## src/rtl/hazard_sched.sv

```systemverilog
// rtl/hazard_sched.sv - stall/forward scheduler for the 5-stage MIPS pipeline
// Decodes the D-stage instruction and tracks A3/Tnew/rs/rt through E, M and W.
module hazard_sched #(
  parameter logic [4:0] RA_REG  = 5'd31,
  parameter logic [1:0] LW_TNEW = 2'd2
) (
  input  logic        clk,
  input  logic        reset,
  input  logic [31:0] ins_d,
  output logic        stall,
  output logic        flush_e,
  output logic [1:0]  fwd_rs_d,
  output logic [1:0]  fwd_rt_d,
  output logic [1:0]  fwd_rs_e,
  output logic [1:0]  fwd_rt_e,
  output logic        fwd_rt_m
);

  localparam logic [5:0] OP_SPECIAL = 6'h00;
  localparam logic [5:0] OP_JAL     = 6'h03;
  localparam logic [5:0] OP_BEQ     = 6'h04;
  localparam logic [5:0] OP_ORI     = 6'h0d;
  localparam logic [5:0] OP_LUI     = 6'h0f;
  localparam logic [5:0] OP_LW      = 6'h23;
  localparam logic [5:0] OP_SW      = 6'h2b;
  localparam logic [5:0] FN_SLL     = 6'h00;
  localparam logic [5:0] FN_JR      = 6'h08;
  localparam logic [5:0] FN_ADDU    = 6'h21;
  localparam logic [5:0] FN_SUBU    = 6'h23;

  logic [5:0] op, fn;
  logic [4:0] rs_f, rt_f, rd_f;

  assign op   = ins_d[31:26];
  assign rs_f = ins_d[25:21];
  assign rt_f = ins_d[20:16];
  assign rd_f = ins_d[15:11];
  assign fn   = ins_d[5:0];

  logic       use_rs, use_rt;
  logic [1:0] tuse_rs, tuse_rt, tnew_dec;
  logic [4:0] a3_dec;

  always_comb begin
    use_rs   = 1'b0;
    use_rt   = 1'b0;
    tuse_rs  = 2'd0;
    tuse_rt  = 2'd0;
    tnew_dec = 2'd0;
    a3_dec   = 5'd0;
    case (op)
      OP_SPECIAL: begin
        case (fn)
          FN_ADDU, FN_SUBU: begin
            use_rs = 1'b1; tuse_rs = 2'd1;
            use_rt = 1'b1; tuse_rt = 2'd1;
            tnew_dec = 2'd1; a3_dec = rd_f;
          end
          FN_SLL: begin
            use_rt = 1'b1; tuse_rt = 2'd1;
            tnew_dec = 2'd1; a3_dec = rd_f;
          end
          FN_JR: begin
            use_rs = 1'b1; tuse_rs = 2'd0;
          end
          default: ;
        endcase
      end
      OP_ORI: begin
        use_rs = 1'b1; tuse_rs = 2'd1;
        tnew_dec = 2'd1; a3_dec = rt_f;
      end
      OP_LUI: begin
        tnew_dec = 2'd1; a3_dec = rt_f;
      end
      OP_LW: begin
        use_rs = 1'b1; tuse_rs = 2'd1;
        tnew_dec = LW_TNEW; a3_dec = rt_f;
      end
      OP_SW: begin
        use_rs = 1'b1; tuse_rs = 2'd1;
        use_rt = 1'b1; tuse_rt = 2'd2;
      end
      OP_BEQ: begin
        use_rs = 1'b1; use_rt = 1'b1;
      end
      OP_JAL: begin
        tnew_dec = 2'd0; a3_dec = RA_REG;
      end
      default: ;
    endcase
  end

  logic [4:0] a3_e_q, a3_m_q, a3_w_q;
  logic [1:0] tnew_e_q, tnew_m_q, tnew_w_q;
  logic [4:0] rs_e_q, rs_m_q, rs_w_q;
  logic [4:0] rt_e_q, rt_m_q, rt_w_q;

  logic [4:0] a3_e_d, rs_e_d, rt_e_d;
  logic [1:0] tnew_e_d, tnew_m_d, tnew_w_d;

  logic hz_rs, hz_rt;

  assign hz_rs = use_rs && (rs_f != 5'd0) &&
                 (((a3_e_q == rs_f) && (tuse_rs < tnew_e_q)) ||
                  ((a3_m_q == rs_f) && (tuse_rs < tnew_m_q)));
  assign hz_rt = use_rt && (rt_f != 5'd0) &&
                 (((a3_e_q == rt_f) && (tuse_rt < tnew_e_q)) ||
                  ((a3_m_q == rt_f) && (tuse_rt < tnew_m_q)));

  assign stall   = hz_rs | hz_rt;
  assign flush_e = stall;

  // Unused operand fields are carried as $0 so they can never raise a select.
  assign a3_e_d   = stall ? 5'd0 : a3_dec;
  assign tnew_e_d = stall ? 2'd0 : tnew_dec;
  assign rs_e_d   = (stall || !use_rs) ? 5'd0 : rs_f;
  assign rt_e_d   = (stall || !use_rt) ? 5'd0 : rt_f;
  assign tnew_m_d = (tnew_e_q != 2'd0) ? tnew_e_q - 2'd1 : 2'd0;
  assign tnew_w_d = (tnew_m_q != 2'd0) ? tnew_m_q - 2'd1 : 2'd0;

  always_ff @(posedge clk or negedge reset) begin
    if (!reset) begin
      a3_e_q <= 5'd0; tnew_e_q <= 2'd0; rs_e_q <= 5'd0; rt_e_q <= 5'd0;
      a3_m_q <= 5'd0; tnew_m_q <= 2'd0; rs_m_q <= 5'd0; rt_m_q <= 5'd0;
      a3_w_q <= 5'd0; tnew_w_q <= 2'd0; rs_w_q <= 5'd0; rt_w_q <= 5'd0;
    end else begin
      a3_e_q <= a3_e_d; tnew_e_q <= tnew_e_d; rs_e_q <= rs_e_d; rt_e_q <= rt_e_d;
      a3_m_q <= a3_e_q; tnew_m_q <= tnew_m_d; rs_m_q <= rs_e_q; rt_m_q <= rt_e_q;
      a3_w_q <= a3_m_q; tnew_w_q <= tnew_w_d; rs_w_q <= rs_m_q; rt_w_q <= rt_m_q;
    end
  end

  // Nearest producer wins; a stage still computing its result is skipped.
  assign fwd_rs_d = (rs_f == 5'd0)                              ? 2'd0 :
                    ((a3_e_q == rs_f) && (tnew_e_q == 2'd0))    ? 2'd1 :
                    ((a3_m_q == rs_f) && (tnew_m_q == 2'd0))    ? 2'd2 :
                    (a3_w_q == rs_f)                            ? 2'd3 : 2'd0;
  assign fwd_rt_d = (rt_f == 5'd0)                              ? 2'd0 :
                    ((a3_e_q == rt_f) && (tnew_e_q == 2'd0))    ? 2'd1 :
                    ((a3_m_q == rt_f) && (tnew_m_q == 2'd0))    ? 2'd2 :
                    (a3_w_q == rt_f)                            ? 2'd3 : 2'd0;

  assign fwd_rs_e = (rs_e_q == 5'd0)                            ? 2'd0 :
                    ((a3_m_q == rs_e_q) && (tnew_m_q == 2'd0))  ? 2'd2 :
                    (a3_w_q == rs_e_q)                          ? 2'd3 : 2'd0;
  assign fwd_rt_e = (rt_e_q == 5'd0)                            ? 2'd0 :
                    ((a3_m_q == rt_e_q) && (tnew_m_q == 2'd0))  ? 2'd2 :
                    (a3_w_q == rt_e_q)                          ? 2'd3 : 2'd0;

  assign fwd_rt_m = (rt_m_q != 5'd0) && (rt_m_q == a3_w_q);

  logic unused_bits;
  assign unused_bits = ^{ins_d[10:6], tnew_w_q, rs_m_q, rs_w_q, rt_w_q};

endmodule

```

## config.mk

```make
export PLATFORM = sky130hd
export DESIGN_NAME = hazard_sched
export DESIGN_NICKNAME = d
export VERILOG_FILES = /design/src/rtl/hazard_sched.sv
export SDC_FILE = /design/constraint.sdc
export NUM_CORES = 1
export LEC_CHECK = 0
export ABC_AREA = 1
export BUFFER_PORTS_ARGS = -buffer_cell sky130_fd_sc_hd__buf_2
export CAP_MARGIN = 20
export CORE_AREA = 4 4 94 96
export CTS_BUF_LIST = sky130_fd_sc_hd__clkbuf_4
export CTS_CLUSTER_DIAMETER = 150
export DETAILED_ROUTE_END_ITERATION = 10
export DIE_AREA = 0 0 98 100
export GPL_ROUTABILITY_DRIVEN = 0
export HOLD_SLACK_MARGIN = 0.06
export PLACE_DENSITY_LB_ADDON = 0.1
export SYNTH_ARGS = -nofsm -noshare
export SYNTH_HDL_FRONTEND = slang
export SYNTH_SLANG_ARGS = --single-unit
```

## constraint.sdc

```tcl
create_clock -name clk -period 1.7 [get_ports clk]
set_input_delay 0.085 -clock clk [delete_from_list [all_inputs] [get_ports clk]]
set_output_delay 0.085 -clock clk [all_outputs]
set_load 0.05 [all_outputs]
```

==> results by group, run 1 <==
Synthesis
  • EDFF count, synth: 0
  • Yosys top cell by area: dfrtp_1
  • Synth Cell Area: approximately 2300 um2
  • Ys flop type: dfrtp_1
  • Flops & latches, synth: 34
  • Commonest cells in the netlist: nand2_1, nor2_1, inv_1
  • Top-area cell type share of the netlist area: 36.3%
  • Yosys warnings: 0
  • Main area contributors after synthesis: dfrtp_1, nand2_1, nor2_1, inv_1, nand3_1
  • Synth Area per Inst: a little under 7 um2
  • Seq/Total Area, Yosys: a little over a third
  • Async SR Flop Fraction: between 90% and 100%
  • Post-synthesis cell count: 337
  • Total nets after synthesis: around 370
  • Netlist cell types: 37
  • Most common cell in the netlist: nand2_1

Worst setup path
  • Crit path from: a3_w_q[0]
  • Startpoint Class: register
  • CP most frequent cell: buf_6
  • Highest cell delay on the worst timing path: about 0.46 ns
  • Slowest cell on crit path: dfrtp_2
  • Worst path cell trace: buf_6 -> buf_6 -> xor2_1 -> nor3_1 -> nand3_1 -> a21boi_2 -> buf_6
  • CP bufs+invs: 3
  • Crit. path cell count: 7
  • RR Endpoint: rt_e_q[1]
  • Minimum setup slack among reg-to-reg paths: ~0.01 ns
  • Worst setup EP type: output pin
  • Critical Path Sink: fwd_rt_e[1]
  • Worst path required time: 1.62 ns
  • Crit path max-delay family: flip-flops
  • Max FO, Critical Path: 4
  • CP arrival: roughly 1.8 ns
  • Cells on worst reg2reg path: 13
  • Worst r2r src: a3_m_q[1]
  • Critical path class: reg -> out

Cells and area
  • Layout cells sized above 1: between 30% and 40%
  • Area Overhead vs Synth: 46.5%
  • Filler instances: around 850
  • Nets@finish: roughly 460
  • Non-Filler Instances: 531
  • Ant diodes: 0

Timing
  • Final period util: 112%
  • Slew Limit Fails: 0
  • Worst-margin pin slew: roughly 0.43 ns
  • Max Clk Rate: ~0.53 GHz
  • Final setup vio count: 11
  • Fin crit period: ~1.9 ns
  • Max_slew headroom: 71.0%
  • Fin. Hold Viols: 0
  • RSZ-0062 raised after global routing: yes
  • Setup ws final: -0.201 ns
  • Fin Clk Skew: approximately 0.0092 ns
  • Setup TNS: -1.67 ns

Placed design
  • Hpwl dp: about 5.7 mm
  • Cells after DPL: slightly above 500
  • I/O Buffers: 39

Floorplanning
  • Ports: 45
  • CORE AREA: roughly 8100 um2
  • DIE HEIGHT: 100 um
  • Die W: 98 um
  • Starting Density: roughly 29%
  • DIE AREA: just under 10000 um2
  • Row count: 33

Detailed routing
  • Avg Vias per Cell: ~4.5
  • Drt wl/cell: approximately 13 um
  • DRT antenna net count: 0
  • Drt first pass iters: 4
  • Total routed wirelength: slightly above 7 mm
  • Initial drt markers: 82
  • DRC Markers: 0
  • Vias: between 2000 and 2500

Status
  • Outcome: finished with violations
  • Failing checks: setup timing

Global routing
  • Initial antenna violation count: 0
  • Met1 Usage GRT: ~18%
  • Met2 usage: between 20% and 30%
  • Most Used Layer, Global Route: met2
  • Vias in the first global route: 2427
  • Largest net degree at the start of global routing: 35
  • Total track usage: between 10% and 20%
  • M3 GR Usage: 2.43%
  • First-pass GRT wire length: 11.9 mm
  • Congestion Overflow GR: 0

Power
  • Leakage: around 1.7 nW
  • Pwr dens: between 500 and 600 nW/um2
  • Peak supply drop: approximately 0.00031 V

Clocking
  • CTS Buf Count: 5
  • Clock sinks: 34
  • CTS tree: built
  • Clk slew on worst S/H paths: around 0.11 ns
  • H-tree depth: 2
  • Root buffer cell: clkbuf_4
  • Worst skew pair latency: between 0.3 and 0.4 ns
  • Maximum clock path buffer count: 2

Worst hold path
  • HP Class: in -> reg

Job
  • Max-cap viol count: 0
==> through the flow <==
stage               power (mW)  setup slack [ns]  instance area [um2]  utilization (%)  hold WS, ns
floorplan                 1.06           -0.0970                 2370                -       -0.211
global placement          1.21           -0.0922                 2890             35.8        0.149
detailed placement        1.21           -0.0604                 2890             35.8        0.148
CTS                       2.03            -0.281                 3290             40.9       0.0756
global route              2.11            -0.370                 3430             42.6       0.0889
finish                    2.03            -0.201                 3430             42.6       0.0869
==> cells in the final DEF (no fill, tap or decap), types with 4 or more instances in the layout <==
master / count
xnor2_2: 4
buf_4: 30
nand3_1: 19
nor2_1: 38
o21ai_0: 4
nand2_1: 83
nand2_2: 7
inv_2: 7
buf_2: 28
buf_6: 17
xnor2_1: 5
o21ai_1: 6
dfrtp_1: 27
nor3_1: 6
clkbuf_4: 5
a21oi_1: 9
nor2_2: 19
nor2_4: 4
inv_1: 39
dlygate4sd3_1: 9
dfrtp_2: 7
xor2_1: 8
==> worst min-delay path, delay by kind of cell <==
family / cells / cell delay, ns
buf+inv: 2 / 0.20
simple gates: 1 / 0.11
==> metal layers <==
metal | up-vias | wire length [um]
met5 | - | 0
li1 | 1242 | -
met4 | 0 | 143
met1 | 1091 | 3030
met2 | 48 | 3650
met3 | 12 | 228
==> what timing repair did <==
item | 4_1_cts | 5_1_grt
pin swaps | 26 | 28
hold endpoints to repair | 42 | 0
setup buffers | 7 | 6
hold buffers | 9 | 0
endpoints found under the setup margin | 11 | 28
gates resized for setup | 53 | 34
==> cells by family after synthesis <==
logic type,count (synthesis),share of synthesized area (%)
simple gates,189,36.6
buf+inv,53,8.77
compound gates,42,10.9
flops,34,36.3
xor+xnor,17,6.36
fa+ha+maj,2,1.07
==> state kept, by name, indices dropped and copies added (netlist names) <==
signal	cells
a3_e_q	5
a3_m_q	5
a3_w_q	5
rs_e_q	5
rt_e_q	5
rt_m_q	5
tnew_e_q	2
tnew_m_q	2
==> cell type report <==
type	instances	area [um2]	area share [%]
clock buffer	5	37.5	1.09
timing repair buffer	87	692	20.2
multi-input combinational	250	1460	42.6
tap	105	131	3.83
inverter	47	179	5.22
clock inverter	3	68.8	2.01
sequential	34	860	25.1
==> how the worst min path moves through the flow <==
stage / from / endpoint / slack (ns) / depth (start not counted)
after floorplan: reset / a3_e_q[0] / -0.21 / 0
after global placement: reset / a3_e_q[0] / 0.15 / 2
after detailed placement: reset / a3_e_q[0] / 0.15 / 2
after CTS: ins_d[29] / tnew_e_q[1] / 0.08 / 4
after global routing: ins_d[24] / rs_e_q[3] / 0.09 / 3
final: ins_d[24] / rs_e_q[3] / 0.09 / 3
==> power by group <==
part | switching [mW] | total, mW | internal (mW)
Clock | 0.310 | 0.770 | 0.460
Sequential | 0.0208 | 0.845 | 0.824
Combinational | 0.236 | 0.413 | 0.177
Total | 0.566 | 2.03 | 1.46
(Power assumes the default switching activity.)
==> run 2, diff against run 1 <==
--- a/config.mk
+++ b/config.mk
@@ -15,7 +15,7 @@
 export DIE_AREA = 0 0 98 100
 export GPL_ROUTABILITY_DRIVEN = 0
 export HOLD_SLACK_MARGIN = 0.06
-export PLACE_DENSITY_LB_ADDON = 0.1
+export PLACE_DENSITY = 0.54
 export SYNTH_ARGS = -nofsm -noshare
 export SYNTH_HDL_FRONTEND = slang
 export SYNTH_SLANG_ARGS = --single-unit
==> results by group, run 2 (synthesis results as in run 1) <==
Status
  • Outcome: finished with violations
  • Failing checks: setup timing

Timing
  • Fin. Hold Viols: 0 (unchanged)
  • Max_slew headroom: 48.4% (-23 points)
  • RSZ-0062 raised after global routing: yes
  • Worst-margin pin slew: 0.773 ns (+0.338 ns)
  • Fin crit period: 1.88 ns (-0.0173 ns)
  • Slew Limit Fails: 0 (unchanged)
  • Final setup vio count: 10 (-1)
  • Setup ws final: -0.183 ns (+0.0173 ns)
  • Final period util: 111% (-1.0 points)
  • Fin Clk Skew: 0.00685 ns (-0.00237 ns)
  • Max Clk Rate: 0.531 GHz (+0.92%)

Detailed routing
  • Vias: 2454 (+2.5%)
  • Drt wl/cell: 12.9 um (-2.5%)
  • DRT antenna net count: 0 (unchanged)
  • Total routed wirelength: 6.79 mm (-3.8%)
  • Avg Vias per Cell: 4.68 (+3.9%)
  • Drt first pass iters: 4 (unchanged)
  • Initial drt markers: 96 (+17%)
  • DRC Markers: 0 (unchanged)

Global routing
  • Most Used Layer, Global Route: met2
  • M3 GR Usage: 2.71% (+0.28 points)
  • Congestion Overflow GR: 0 (unchanged)
  • Vias in the first global route: 2439 (+0.49%)
  • Met2 usage: 25.8% (-2.3 points)
  • Largest net degree at the start of global routing: 35 (unchanged)
  • Total track usage: 14.3% (-0.89 points)
  • Met1 Usage GRT: 17.0% (-0.97 points)
  • Initial antenna violation count: 0 (unchanged)
  • First-pass GRT wire length: 11.4 mm (-3.4%)

Power
  • Total power: 1.83 mW (-9.5%)
  • Sw frac: 29.3% (+1.4 points)
  • Switching Power: 0.538 mW (-5.0%)
  • Clock group share of total power: 31.9% (-6.1 points)
  • Leakage: 1.73 nW (-1.1%)
  • Pwr dens: 552 nW/um2 (-6.6%)
  • Combinational fraction of design power: 22.2% (+1.8 points)
  • Reg power frac: 45.9% (+4.2 points)
  • Cell Int Power: 1.30 mW (-11%)
  • Peak supply drop: 0.000302 V (-3.6%)

Worst setup path
  • Worst path cell trace: inv_2 -> buf_6 -> o22ai_2 -> a211oi_2 -> o2111ai_1 -> a21boi_2 -> buf_6
  • Slowest cell on crit path: dfrtp_2
  • CP most frequent cell: buf_6
  • CP arrival: 1.80 ns (-0.02 ns)
  • Startpoint Class: register
  • Worst setup EP type: output pin
  • Highest cell delay on the worst timing path: 0.46 ns (about the same)
  • Max FO, Critical Path: 4 (unchanged)
  • Critical path class: reg -> out
  • Worst path required time: 1.62 ns (about the same)

Cells and area
  • Area Overhead vs Synth: 42.0%
  • Commonest non-fill, non-tap cell in the layout: nand2_1
  • Commonest cells after routing, fill and taps aside: nand2_1, nor2_1, inv_1
  • Filler instances: 826 (-3.1%)
  • Non-Filler Instances: 524 (-1.3%)
  • Register area: 856 um2 (-0.44%)
  • Layout cells sized above 1: 34.4% (-3.0 points)
  • Footprint of the multi-input gates: 1440 um2 (-1.6%)
  • Nets@finish: 454 (-1.5%)
  • Ant diodes: 0 (unchanged)

Placed design
  • Cells after DPL: 499 (-0.99%)
  • I/O Buffers: 39 (unchanged)
  • Hpwl dp: 5.35 mm (-6.7%)

Floorplanning
  • Ports: 45 (unchanged)
  • DIE HEIGHT: 100 um (unchanged)
  • DIE AREA: 9800 um2 (unchanged)
  • Row count: 33 (unchanged)
  • CORE AREA: 8050 um2 (unchanged)
  • Die W: 98 um (unchanged)
  • Starting Density: 29.1% (unchanged)

Clocking
  • Clock sinks: 34 (unchanged)
  • Worst skew pair latency: 0.34 ns (about the same)
  • Maximum clock path buffer count: 2 (unchanged)
  • CTS Buf Count: 5 (unchanged)
  • Clk slew on worst S/H paths: 0.10 ns (about the same)
  • H-tree depth: 2 (unchanged)
  • CTS tree: built
  • Root buffer cell: clkbuf_4

Worst hold path
  • HP Class: in -> reg

Job
  • Max-cap viol count: 0 (unchanged)
run 2: cell count changes in the layout (fill, tap and decap cells not counted), moves of 3 or more:
| cell | change |
|---|---|
| nor2_2 | -5 |
| dfrtp_1 | +3 |
| buf_4 | -8 |
| nor2_1 | +5 |
| dfrtp_2 | -3 |
run 2: routing by layer:
metal  part of all wire (%)  vias up
met3                    5.0       16
li1                       -     1229
met4                    2.7        0
met2                     50       67
met1                     42     1142
met5                      0        -
run 2: power by group through the flow:
stage,registers [mW],clock network [mW],logic (mW)
floorplan,0.850,0,0.207
global placement,0.856,0,0.340
detailed placement,0.857,0,0.343
CTS,0.841,0.602,0.385
global route,0.845,0.630,0.451
finish,0.842,0.586,0.407
run 2: worst max-delay path, delay by kind of cell, from the launching register on:
family / cells / cell delay (ns)
flops: 1 / 0.46
buf+inv: 3 / 0.39
compound gates: 4 / 0.61
run 2: layout make-up:
type	instances	area share, %
multi-input cells	250	43.3
flip-flops and latches	34	25.8
repair buffers	80	19.4
inverters	47	5.31
well taps	105	3.95
clock inverters	3	1.20
clock buffers	5	1.13
run 2: worst paths after layout:
kind,start,endpoint,slack (ns),cells past startpoint
max in group asynchronous,reset,a3_m_q[3],0.80,2
hold / removal,ins_d[16],rt_e_q[0],0.08,3
setup / recovery,a3_w_q[2],fwd_rs_e[1],-0.18,7
min in group asynchronous,reset,rt_m_q[0],0.35,2
setup reg to reg,a3_m_q[1],a3_e_q[0],0.04,11
hold reg to reg,a3_m_q[4],a3_w_q[4],0.44,0
run 2: through the flow:
| step | worst slack (ns) | setup TNS [ns] | hold WS [ns] | cell area [um2] | util (%) |
|---|---|---|---|---|---|
| final | -0.183 | -1.43 | 0.0764 | 3320 | 41.3 |
| after global routing | -0.289 | -2.79 | 0.0840 | 3320 | 41.3 |
| after CTS | -0.202 | -1.42 | 0.0725 | 3190 | 39.6 |
| after detailed placement | -0.0655 | -0.0655 | 0.212 | 2850 | 35.4 |
| after global placement | -0.0393 | -0.0393 | 0.199 | 2850 | 35.4 |
| after floorplan | -0.0970 | -0.104 | -0.211 | 2370 | - |
run 2: repair_timing:
| item | in CTS | in global routing |
|---|---|---|
| hold buffers | 8 | 0 |
| resized for setup | 46 | 35 |
| endpoints found under the hold margin | 41 | 0 |
| gates cloned | 0 | 0 |
| endpoints found under the setup margin | 11 | 28 |
| pin swaps | 14 | 24 |
| setup buffers | 6 | 5 |
==> run 3, diff against run 2 <==
--- a/config.mk
+++ b/config.mk
@@ -11,11 +11,13 @@
 export CORE_AREA = 4 4 94 96
 export CTS_BUF_LIST = sky130_fd_sc_hd__clkbuf_4
 export CTS_CLUSTER_DIAMETER = 150
+export CTS_CLUSTER_SIZE = 25
 export DETAILED_ROUTE_END_ITERATION = 10
 export DIE_AREA = 0 0 98 100
 export GPL_ROUTABILITY_DRIVEN = 0
 export HOLD_SLACK_MARGIN = 0.06
 export PLACE_DENSITY = 0.54
+export REMOVE_ABC_BUFFERS = 1
 export SYNTH_ARGS = -nofsm -noshare
 export SYNTH_HDL_FRONTEND = slang
 export SYNTH_SLANG_ARGS = --single-unit
==> results by group, run 3 (synthesis results as in run 1) <==
Status
  • Outcome: finished with violations
  • Failing checks: setup timing

Worst setup path
  • CP arrival: 1.87 ns (+0.07 ns)
  • Critical path class: reg -> out
  • Worst setup EP type: output pin
  • Startpoint Class: register
  • Max FO, Critical Path: 2 (-2)
  • Worst path required time: 1.62 ns (about the same)

Timing
  • Setup ws final: -0.251 ns (-0.0676 ns)
  • Setup TNS: -2.06 ns (-0.629 ns)
  • Fin Clk Skew: 0.0132 ns (+0.00638 ns)
  • Slew Limit Fails: 0 (unchanged)
  • Max_slew headroom: 48.8% (+0.38 points)
  • Worst-margin pin slew: 0.768 ns (-0.00567 ns)
  • RSZ-0062 raised after global routing: yes
  • Fin. Hold Viols: 0 (unchanged)
  • Fin crit period: 1.95 ns (+0.0676 ns)
  • Final period util: 115% (+4.0 points)
  • Final setup vio count: 16 (+6)
  • Max Clk Rate: 0.513 GHz (-3.5%)

Detailed routing
  • Avg Vias per Cell: 4.57 (-2.4%)
  • Vias: 2418 (-1.5%)
  • DRC Markers: 0 (unchanged)
  • DRT met1 WL: 2.87 mm (+0.10%)
  • Total routed wirelength: 6.67 mm (-1.6%)
  • Wire length on met2: 3.37 mm (-0.59%)
  • DR WL met3: 293 um (-14%)
  • DRT antenna net count: 0 (unchanged)
  • Initial drt markers: 56 (-42%)
  • Drt first pass iters: 4 (unchanged)
  • Drt wl/cell: 12.6 um (-2.6%)
  • Highest routing layer actually used: met4

Worst hold path
  • HP Class: in -> reg

Clocking
  • Clk slew on worst S/H paths: 0.11 ns (about the same)
  • Maximum clock path buffer count: 2 (unchanged)
  • H-tree depth: 2 (unchanged)
  • Worst skew pair latency: 0.34 ns (about the same)
  • Root buffer cell: clkbuf_4
  • CTS tree: built
  • CTS Buf Count: 5 (unchanged)
  • Clock sinks: 34 (unchanged)

Placed design
  • DP Area: 2860 um2 (+0.31%)
  • Cells after DPL: 504 (+1.0%)
  • Hpwl dp: 5.31 mm (-0.84%)
  • I/O Buffers: 39 (unchanged)
  • Pre-CTS WS: 0.000825 ns (+0.0663 ns)

Floorplanning
  • Ports: 45 (unchanged)
  • CORE AREA: 8050 um2 (unchanged)
  • DIE AREA: 9800 um2 (unchanged)
  • Row count: 33 (unchanged)
  • DIE HEIGHT: 100 um (unchanged)
  • Starting Density: 29.1% (unchanged)
  • Die W: 98 um (unchanged)

Global routing
  • First-pass GRT wire length: 11.3 mm (-1.3%)
  • Vias in the first global route: 2381 (-2.4%)
  • Congestion Overflow GR: 0 (unchanged)
  • Largest net degree at the start of global routing: 35 (unchanged)
  • Total track usage: 14.2% (-0.11 points)
  • Initial antenna violation count: 0 (unchanged)

Job
  • Max-cap viol count: 0 (unchanged)

Power
  • Leakage: 1.75 nW (+1.2%)
  • Total power: 1.86 mW (+1.6%)
  • Pwr dens: 554 nW/um2 (+0.27%)
  • Peak supply drop: 0.000279 V (-7.6%)

Cells and area
  • Commonest non-fill, non-tap cell in the layout: nand2_1
  • Nets@finish: 459 (+1.1%)
  • Post-route design area: 3370 um2 (+1.3%)
  • Layout cells sized above 1: 34.0% (-0.41 points)
  • Commonest cells after routing, fill and taps aside: nand2_1, inv_1, nor2_1
  • Area Overhead vs Synth: 43.8%
  • Non-Filler Instances: 529 (+0.95%)
  • Ant diodes: 0 (unchanged)
## run 3: report_power, final
group	internal, mW	leakage [nW]	switching (mW)	total [mW]
registers	0.823	0.465	0.0187	0.842
logic	0.172	1.24	0.235	0.407
clock network	0.344	0.0463	0.270	0.614
total	1.34	1.75	0.524	1.86
## run 3: per-stage QoR
step / util, % / hold slack (ns)
after floorplan: - / -0.211
after global placement: 35.5 / 0.196
after detailed placement: 35.5 / 0.202
after CTS: 39.7 / 0.0695
after global routing: 41.8 / 0.0833
final: 41.8 / 0.0727
## run 3: path summary, 6_finish.rpt
kind | startpoint | end | slack, ns | depth (start not counted)
min in group asynchronous | reset | a3_w_q[3] | 0.35 | 2
min reg2reg | rt_e_q[1] | rt_m_q[1] | 0.44 | 0
max in group asynchronous | reset | a3_m_q[3] | 0.80 | 2
max | a3_w_q[0] | fwd_rt_d[0] | -0.25 | 7
max reg2reg | a3_m_q[3] | a3_e_q[2] | -0.03 | 11
min | ins_d[22] | rs_e_q[1] | 0.07 | 3
## run 3: cell type report
cell class / count / area, um2
Clock buffer: 7 / 52.6
Clock inverter: 1 / 30.0
Fill cell: 840 / 4690
Inverter: 47 / 176
Multi-Input combinational cell: 250 / 1460
Sequential cell: 34 / 856
Tap cell: 105 / 131
Timing Repair Buffer: 85 / 658
## run 3: critical path, cell delays in order, from the launching register on
cell and delay (ns):
dfrtp_1 0.43, xnor2_1 0.15, o211ai_1 0.12, nor4_2 0.27, buf_4 0.18, o21ai_2 0.05, a21oi_2 0.15, buf_6 0.18
## run 3: routing by layer
metal,track usage [%],vias up
met5,0,-
met4,4.37,0
met3,2.64,13
met2,25.2,64
met1,17.5,1103
li1,-,1238
## run 3: timing repair
action                     4_1_cts  5_1_grt
buffers inserted                 5        5
setup endpoints to repair       11       28
pin swaps                       12       26
hold endpoints to repair        42        0
hold buffers                     9        0
resized for setup               38       41
gates cloned                     0        0
